## src/rtl/mem_port_arbiter.sv

```systemverilog
// Shares one memory port between fetch and load/store; one transaction in flight; MEM_ARB_RR_EN selects round-robin arbitration.
// Latency: request sampled at N, mem_req at N+1, rvalid earliest N+2; gnt/rvalid pass through combinationally from memory.
// Backpressure: the request is held in REQ until mem_gnt_ip; a watchdog aborts RESP after TIMEOUT_CYCLES.
module mem_port_arbiter #(
  parameter int unsigned TIMEOUT_CYCLES = 64
) (
  input  logic        clock,
  input  logic        reset,
  input  logic        instr_req_ip,
  input  logic [31:0] instr_addr_ip,
  output logic        instr_gnt_op,
  output logic        instr_rvalid_op,
  output logic [31:0] instr_rdata_op,
  input  logic        data_req_ip,
  input  logic [31:0] data_addr_ip,
  input  logic        data_we_ip,
  input  logic [3:0]  data_be_ip,
  input  logic [31:0] data_wdata_ip,
  output logic        data_gnt_op,
  output logic        data_rvalid_op,
  output logic [31:0] data_rdata_op,
  output logic        mem_req_op,
  output logic [31:0] mem_addr_op,
  output logic        mem_we_op,
  output logic [3:0]  mem_be_op,
  output logic [31:0] mem_wdata_op,
  input  logic        mem_gnt_ip,
  input  logic        mem_rvalid_ip,
  input  logic [31:0] mem_rdata_ip,
  output logic        timeout_err_op
);

  typedef enum logic [1:0] {IDLE, REQ, RESP} state_t;
  localparam int unsigned WDW = $clog2(TIMEOUT_CYCLES + 1);

  state_t         state_q, state_d;
  logic           owner_q, owner_d;  // 1 = data requester
  logic [31:0]    addr_q, addr_d;
  logic [31:0]    wdata_q, wdata_d;
  logic           we_q, we_d;
  logic [3:0]     be_q, be_d;
  logic [WDW-1:0] wdog_q, wdog_d;
  logic           err_q, err_d;
  logic           pick_data;

`ifdef MEM_ARB_RR_EN
  logic last_q, last_d;

  // On a tie, the requester that did not win the last grant goes first.
  always_comb pick_data = data_req_ip && (!instr_req_ip || !last_q);

  always_comb begin
    last_d = last_q;
    if (state_q == REQ && mem_gnt_ip) last_d = owner_q;
  end

  always_ff @(posedge clock or negedge reset) begin
    if (!reset) last_q <= 1'b0;
    else        last_q <= last_d;
  end
`else
  always_comb pick_data = data_req_ip;
`endif

  always_comb begin
    state_d         = state_q;
    owner_d         = owner_q;
    addr_d          = addr_q;
    wdata_d         = wdata_q;
    we_d            = we_q;
    be_d            = be_q;
    wdog_d          = wdog_q;
    err_d           = err_q;
    mem_req_op      = 1'b0;
    mem_addr_op     = '0;
    mem_we_op       = 1'b0;
    mem_be_op       = '0;
    mem_wdata_op    = '0;
    instr_gnt_op    = 1'b0;
    data_gnt_op     = 1'b0;
    instr_rvalid_op = 1'b0;
    data_rvalid_op  = 1'b0;
    instr_rdata_op  = '0;
    data_rdata_op   = '0;
    unique case (state_q)
      IDLE: begin
        if (data_req_ip || instr_req_ip) begin
          state_d = REQ;
          owner_d = pick_data;
          if (pick_data) begin
            addr_d  = data_addr_ip;
            we_d    = data_we_ip;
            be_d    = data_be_ip;
            wdata_d = data_wdata_ip;
          end else begin
            addr_d  = instr_addr_ip;
            we_d    = 1'b0;
            be_d    = 4'hF;
            wdata_d = '0;
          end
        end
      end
      REQ: begin
        mem_req_op   = 1'b1;
        mem_addr_op  = addr_q;
        mem_we_op    = we_q;
        mem_be_op    = be_q;
        mem_wdata_op = wdata_q;
        if (mem_gnt_ip) begin
          instr_gnt_op = !owner_q;
          data_gnt_op  = owner_q;
          state_d      = RESP;
          wdog_d       = '0;
        end
      end
      RESP: begin
        if (mem_rvalid_ip) begin
          instr_rvalid_op = !owner_q;
          data_rvalid_op  = owner_q;
          if (owner_q) data_rdata_op  = mem_rdata_ip;
          else         instr_rdata_op = mem_rdata_ip;
          state_d = IDLE;
        end else if (wdog_q == WDW'(TIMEOUT_CYCLES - 1)) begin
          state_d = IDLE;
          err_d   = 1'b1;
        end else begin
          wdog_d = wdog_q + 1'b1;
        end
      end
      default: state_d = IDLE;
    endcase
  end

  assign timeout_err_op = err_q;

  always_ff @(posedge clock or negedge reset) begin
    if (!reset) begin
      state_q <= IDLE;
      owner_q <= 1'b0;
      addr_q  <= '0;
      wdata_q <= '0;
      we_q    <= 1'b0;
      be_q    <= '0;
      wdog_q  <= '0;
      err_q   <= 1'b0;
    end else begin
      state_q <= state_d;
      owner_q <= owner_d;
      addr_q  <= addr_d;
      wdata_q <= wdata_d;
      we_q    <= we_d;
      be_q    <= be_d;
      wdog_q  <= wdog_d;
      err_q   <= err_d;
    end
  end

endmodule
```

## config.mk

```make
export PLATFORM = sky130hd
export DESIGN_NAME = mem_port_arbiter
export DESIGN_NICKNAME = d
export VERILOG_FILES = /design/src/rtl/mem_port_arbiter.sv
export SDC_FILE = /design/constraint.sdc
export NUM_CORES = 1
export LEC_CHECK = 0
export ABC_AREA = 1
export ABC_CLOCK_PERIOD_IN_PS = 3600
export CORE_ASPECT_RATIO = 0.8
export CORE_MARGIN = 2
export CORE_UTILIZATION = 40
export CTS_BUF_LIST = sky130_fd_sc_hd__clkbuf_2
export CTS_CLUSTER_SIZE = 25
export DETAILED_ROUTE_END_ITERATION = 12
export PLACE_DENSITY = 0.88
export SYNTH_ARGS = -nofsm -noshare
export SYNTH_HDL_FRONTEND = slang
export SYNTH_SLANG_ARGS = --single-unit
export TNS_END_PERCENT = 100
```

## constraint.sdc

```tcl
create_clock -name clock -period 3.6 [get_ports clock]
set_input_delay 0.36 -clock clock [delete_from_list [all_inputs] [get_ports clock]]
set_output_delay 0.36 -clock clock [all_outputs]
set_load 0.05 [all_outputs]
```

After elaboration in Yosys (flattened, before gate mapping)
Cells that the tools add are included.
{"block": "op_classes", "reduce_logical": 8, "eq_ne": 8, "n_bitwise": 1, "mux": 32, "n_addsub": 1}
{"cell": "two-way mux 32 bit", "count": 10}
{"cell": "two-way mux 7 bit", "count": 3}
{"cell": "case mux 7 bit (2 select lines)", "count": 1}
{"cell": "two-way mux 1 bit", "count": 11}
{"cell": "two-way mux 2 bit", "count": 4}
{"cell": "two-way mux 4 bit", "count": 2}
{"cell": "!= test 2 bit (second input constant)", "count": 4}
{"cell": "adder 7 x 1 -> 7 bit (second input constant)", "count": 1}
{"cell": "equality test 7 x 6 -> 1 bit (second input constant)", "count": 1}
{"cell": "case mux 2 bit (3 select lines)", "count": 1}
{"cell": "AND reduction 3 bit", "count": 2}
{"cell": "AND reduction 4 bit", "count": 1}
{"cell": "!= test 3 bit (second input constant)", "count": 1}
{"cell": "equality test 2 x 1 -> 1 bit (second input constant)", "count": 1}
{"cell": "equality test 2 bit (second input constant)", "count": 1}
{"cell": "zero test 2 bit", "count": 1}
{"cell": "AND reduction 2 bit", "count": 1}
{"cell": "nonzero test 2 bit", "count": 1}
{"cell": "zero test 1 bit", "count": 1}
{"cell": "logical OR 1 bit", "count": 1}
{"cell": "NOT 1 bit", "count": 1}
{"block": "word_totals", "input_bits": 139, "out_inout_bits": 139, "ff_bits": 80, "wordCells": 58}

Longest topological paths before layout
{"block": "logic_depth", "word_depth": 4, "ltp_mapped": 8, "depth_no_buf": 8}

Worst setup path before layout
OpenSTA, ideal clock, no wires.
{"block": "synth_path", "path_kind": "flip-flop to output port", "startpoint": "register state_q[0]", "endpoint": "output port data_rdata_op[10]", "path_buffers": 1, "path_slack_ns": 1.056, "path_stages_with_launch": 7, "required_time_ns": 3.240, "t_arrival_ns": 2.184, "cell_sequence": "dfrtp_1 > inv_1 > nand2_2 > nor3_2 > inv_2 > buf_2 > nor2_1"}
{"block": "synth_via", "elab_chain_len": 2}
{"element": "start, declared", "line_no": "36", "source": "state_t state_q, state_d;"}
{"element": "start signal, assigned", "line_no": "147", "source": "state_q <= state_d;"}
{"element": "equality test 2 bit", "line_no": "85", "source": "unique case (state_q)"}
{"element": "two-way mux 32 bit", "line_no": "85"}
{"element": "end, declared", "line_no": "21", "source": "output logic [31:0] data_rdata_op,"}
No other way between the ends.

Final worst setup path
{"block": "layout_path", "startpoint": "register state_q[1]", "endpoint": "output port mem_addr_op[23]"}
{"block": "layout_via", "elab_chain_len": 2}
{"element": "equality test 2 x 1 -> 1 bit", "line_no": "85"}
{"element": "two-way mux 32 bit", "line_no": "85"}
{"element": "end, declared", "line_no": "23", "source": "output logic [31:0] mem_addr_op,"}
No other way between the ends.

==> reports/results.ini <==
[routing]
drt_iter0_drc = 142
wl_per_cell_um = 13.97
wl_met1_mm = 5.354
via_per_inst = 4.590
drt_pass1_iterations = 5
drc_errors = 0
ant_nets = 0
via_count = 4700
route.met3.wl_mm = 1.356
routed-wl-met2_mm = 7.226
maxUsedRoutingLayer = met4
drt_wl_total_mm = 14.31

[grt]
grt_pass1_vias = 4440
track_usage_pct = 23.85
grt_pass1_wl_mm = 22.29
grt_max_degree = 81
grt-ovfl-total = 0
grt_antenna_before_repair = 0

[cts]
insertion_delay_ps = 520
postCtsSetupRepairBufs = 0
ctsHoldBuffers = 1
cts_tree = yes
htreeDepth = 3
root_buffer = clkbuf_2
clock_path_buffers = 2
cts_sinks = 80
numCtsBuffers = 9
ctsResizeCount = 0
cts.clk_slew.worst_paths_ps = 230

[sta]
hold_viol = 0
finalCriticalPeriod_ps = 3175
fin_skew_ps = 25.08
setup_tns_ps = 0
fin_crit_sh_pct = 88.20
setup_ws_ps = 424.8
rsz0062_at_grt = false
max_freq_mhz = 314.9
finalSetupViolCount = 0
slew_headroom_pct = 30.99
worst_pin_slew_ps = 1035
drv_slew = 0

[logic_synthesis]
netlist.area_leader.share_pct = 45.36
synth_cells = 616
yosys_warnings = 0
syn_nets = 756
ys_ff_latch = 80
ys_seq_area_share_pct = 45.36
synth_area_mm2 = 0.004413
yosysTopAreaCell = dfrtp_1
ys_types = 26
syn_area_per_cell_um2 = 7.164
synthTopCellsByArea = dfrtp_1, nor2_1, nand2_1

[setup_path]
critPathBufInv = 3
worstPathRequired_ps = 3240
cpMaxStageDelayCell = clkdlybuf4s50_1
end_kind = output port
worstSetupPathType = reg2out
cpLargestDelayFamily = buffers and inverters
reg2reg_from = state_q[1]
worstPathMaxFanout = 40
start_kind = flip-flop
rr_endpoint = addr_q[28]
reg2regPathDepth = 6
crit_arrival_ps = 2820
cp_cell_sequence = nor2_2 -> inv_2 -> buf_12 -> nor2_1 -> clkdlybuf4s50_1
r2r_slack_ps = 1720
cpPeakStageDelay_ps = 840

[placement]
numPortBuffers = 277
place_congestion = 0.8757
hpwl_mm = 11.04
pre_cts_ws_ps = 838.3

[floorplan]
row_count = 34
die_y_um = 97.95
io_pins = 278
coreArea_mm2 = 0.01081
die_x_um = 121.4
dieArea_mm2 = 0.01189
initial_core_util_pct = 40.84

[min_path]
hold_path_end = wdata_q[1]
hold_path_depth = 3
hold_start = data_wdata_ip[1]
min_path_type = in2reg

[run]
drv_cap = 0

[power_and_ir_drop]
p_leak_nw = 3.371
p_per_area_mw_per_mm2 = 765.6
ir_drop_mv = 0.5106

[cells_and_area]
fillers = 911
layout-drive-gt1-share_pct = 6.257
syn_to_final_growth_pct = 66.26
final_net_count = 1015

[outcome]
status = finished, final reports clean

==> cell usage after synthesis, drive strengths merged <==
master	number
a21boi	1
a21oi	5
a31o	1
a31oi	32
buf	18
clkbuf	15
dfrtp	80
ha	1
inv	115
nand2	119
nand3	5
nand3b	1
nor2	179
nor3	2
o21ai	40
xnor2	1
xor2	1
==> kinds of logic (layout without fill, tap and decap cells) <==
logic type,after synthesis,after routing,share of synthesized area [%]
adders and majority gates,1,1,0.2835
buffers and inverters,148,411,13.67
DFF,80,80,45.36
xor gates and xnor gates,2,2,0.3970
other,0,1,0
and+or+nand+nor,306,306,26.94
AOI/OAI and AO/OA,79,79,13.35
==> report_power, final <==
part           switching [W]  internal (W)
Combinational        0.00256       0.00121
Clock               0.000314     0.0000897
Sequential          0.000170       0.00128
Total                0.00304       0.00258
==> worst max path at each step <==
stage	to	from	cells past startpoint	slack [ps]
6_report	mem_addr_op[23]	state_q[1]	5	420
5_1_grt	mem_addr_op[23]	state_q[0]	6	230
4_1_cts	mem_addr_op[23]	state_q[1]	5	420
3_5_place_dp	instr_rdata_op[7]	mem_rvalid_ip	6	840
3_3_place_gp	instr_rdata_op[20]	mem_rvalid_ip	6	870
2_1_floorplan	data_rdata_op[10]	state_q[0]	6	1060
==> layer usage <==
layer	vias to the layer above	global-route usage (%)
li1	2355	-
met1	2129	25.31
met2	188	43.52
met3	28	9.229
met4	0	7.339
met5	-	0
==> layout by cell type (no fill, tap or decap), types with 3 or more instances in the layout <==
| master | netlist | final |
|---|---|---|
| clkdlybuf4s50_1 | 0 | 276 |
| nor2_1 | 175 | 175 |
| nand2_1 | 118 | 118 |
| inv_1 | 109 | 109 |
| dfrtp_1 | 80 | 80 |
| o21ai_0 | 22 | 22 |
| a31oi_2 | 20 | 20 |
| o21ai_1 | 17 | 17 |
| a31oi_1 | 12 | 12 |
| clkbuf_2 | 0 | 10 |
| inv_2 | 6 | 5 |
| nand3_1 | 5 | 5 |
| a21oi_1 | 4 | 4 |
| nor2_2 | 3 | 3 |
| clkinv_2 | 0 | 3 |
==> final cells by class <==
class / instances / area, um^2 / area share [%]
Clock inverter: 5 / 33.78 / 0.4604
Clock buffer: 10 / 50.05 / 0.6821
Antenna cell: 1 / 2.502 / 0.03411
Tap cell: 144 / 180.2 / 2.456
Inverter: 115 / 432.9 / 5.900
Sequential cell: 80 / 2002 / 27.29
Timing Repair Buffer: 281 / 2828 / 38.54
Multi-Input combinational cell: 388 / 1808 / 24.64
==> metrics by stage <==
step	hold WS (ps)	std cells	utilization, %	power, W	cell area (um^2)
finish	353.5	1024	67.90	0.005618	7337
global route	287.1	1023	67.88	0.005965	7335
CTS	303.7	1023	67.88	0.005664	7335
detailed placement	466.2	1007	67.01	0.005255	7241
global placement	452.9	1007	67.01	0.005185	7241
floorplan	64.41	616	-	0.004017	4413
==> tightest hold or removal path, cell delays in order <==
cell and delay [ps]:
clkdlybuf4s50_1 390, nand2_1 60, o21ai_1 60
==> flip-flops by register name, summed over array words and instances, names as in the netlist <==
| register | count |
|---|---|
| state_q | 2 |
| wdata_q | 32 |
| wdog_q | 7 |
| we_q | 1 |
| timeout_err_op | 1 |
| be_q | 4 |
| owner_q | 1 |
| addr_q | 32 |
Power figures use the tool's default switching activity.
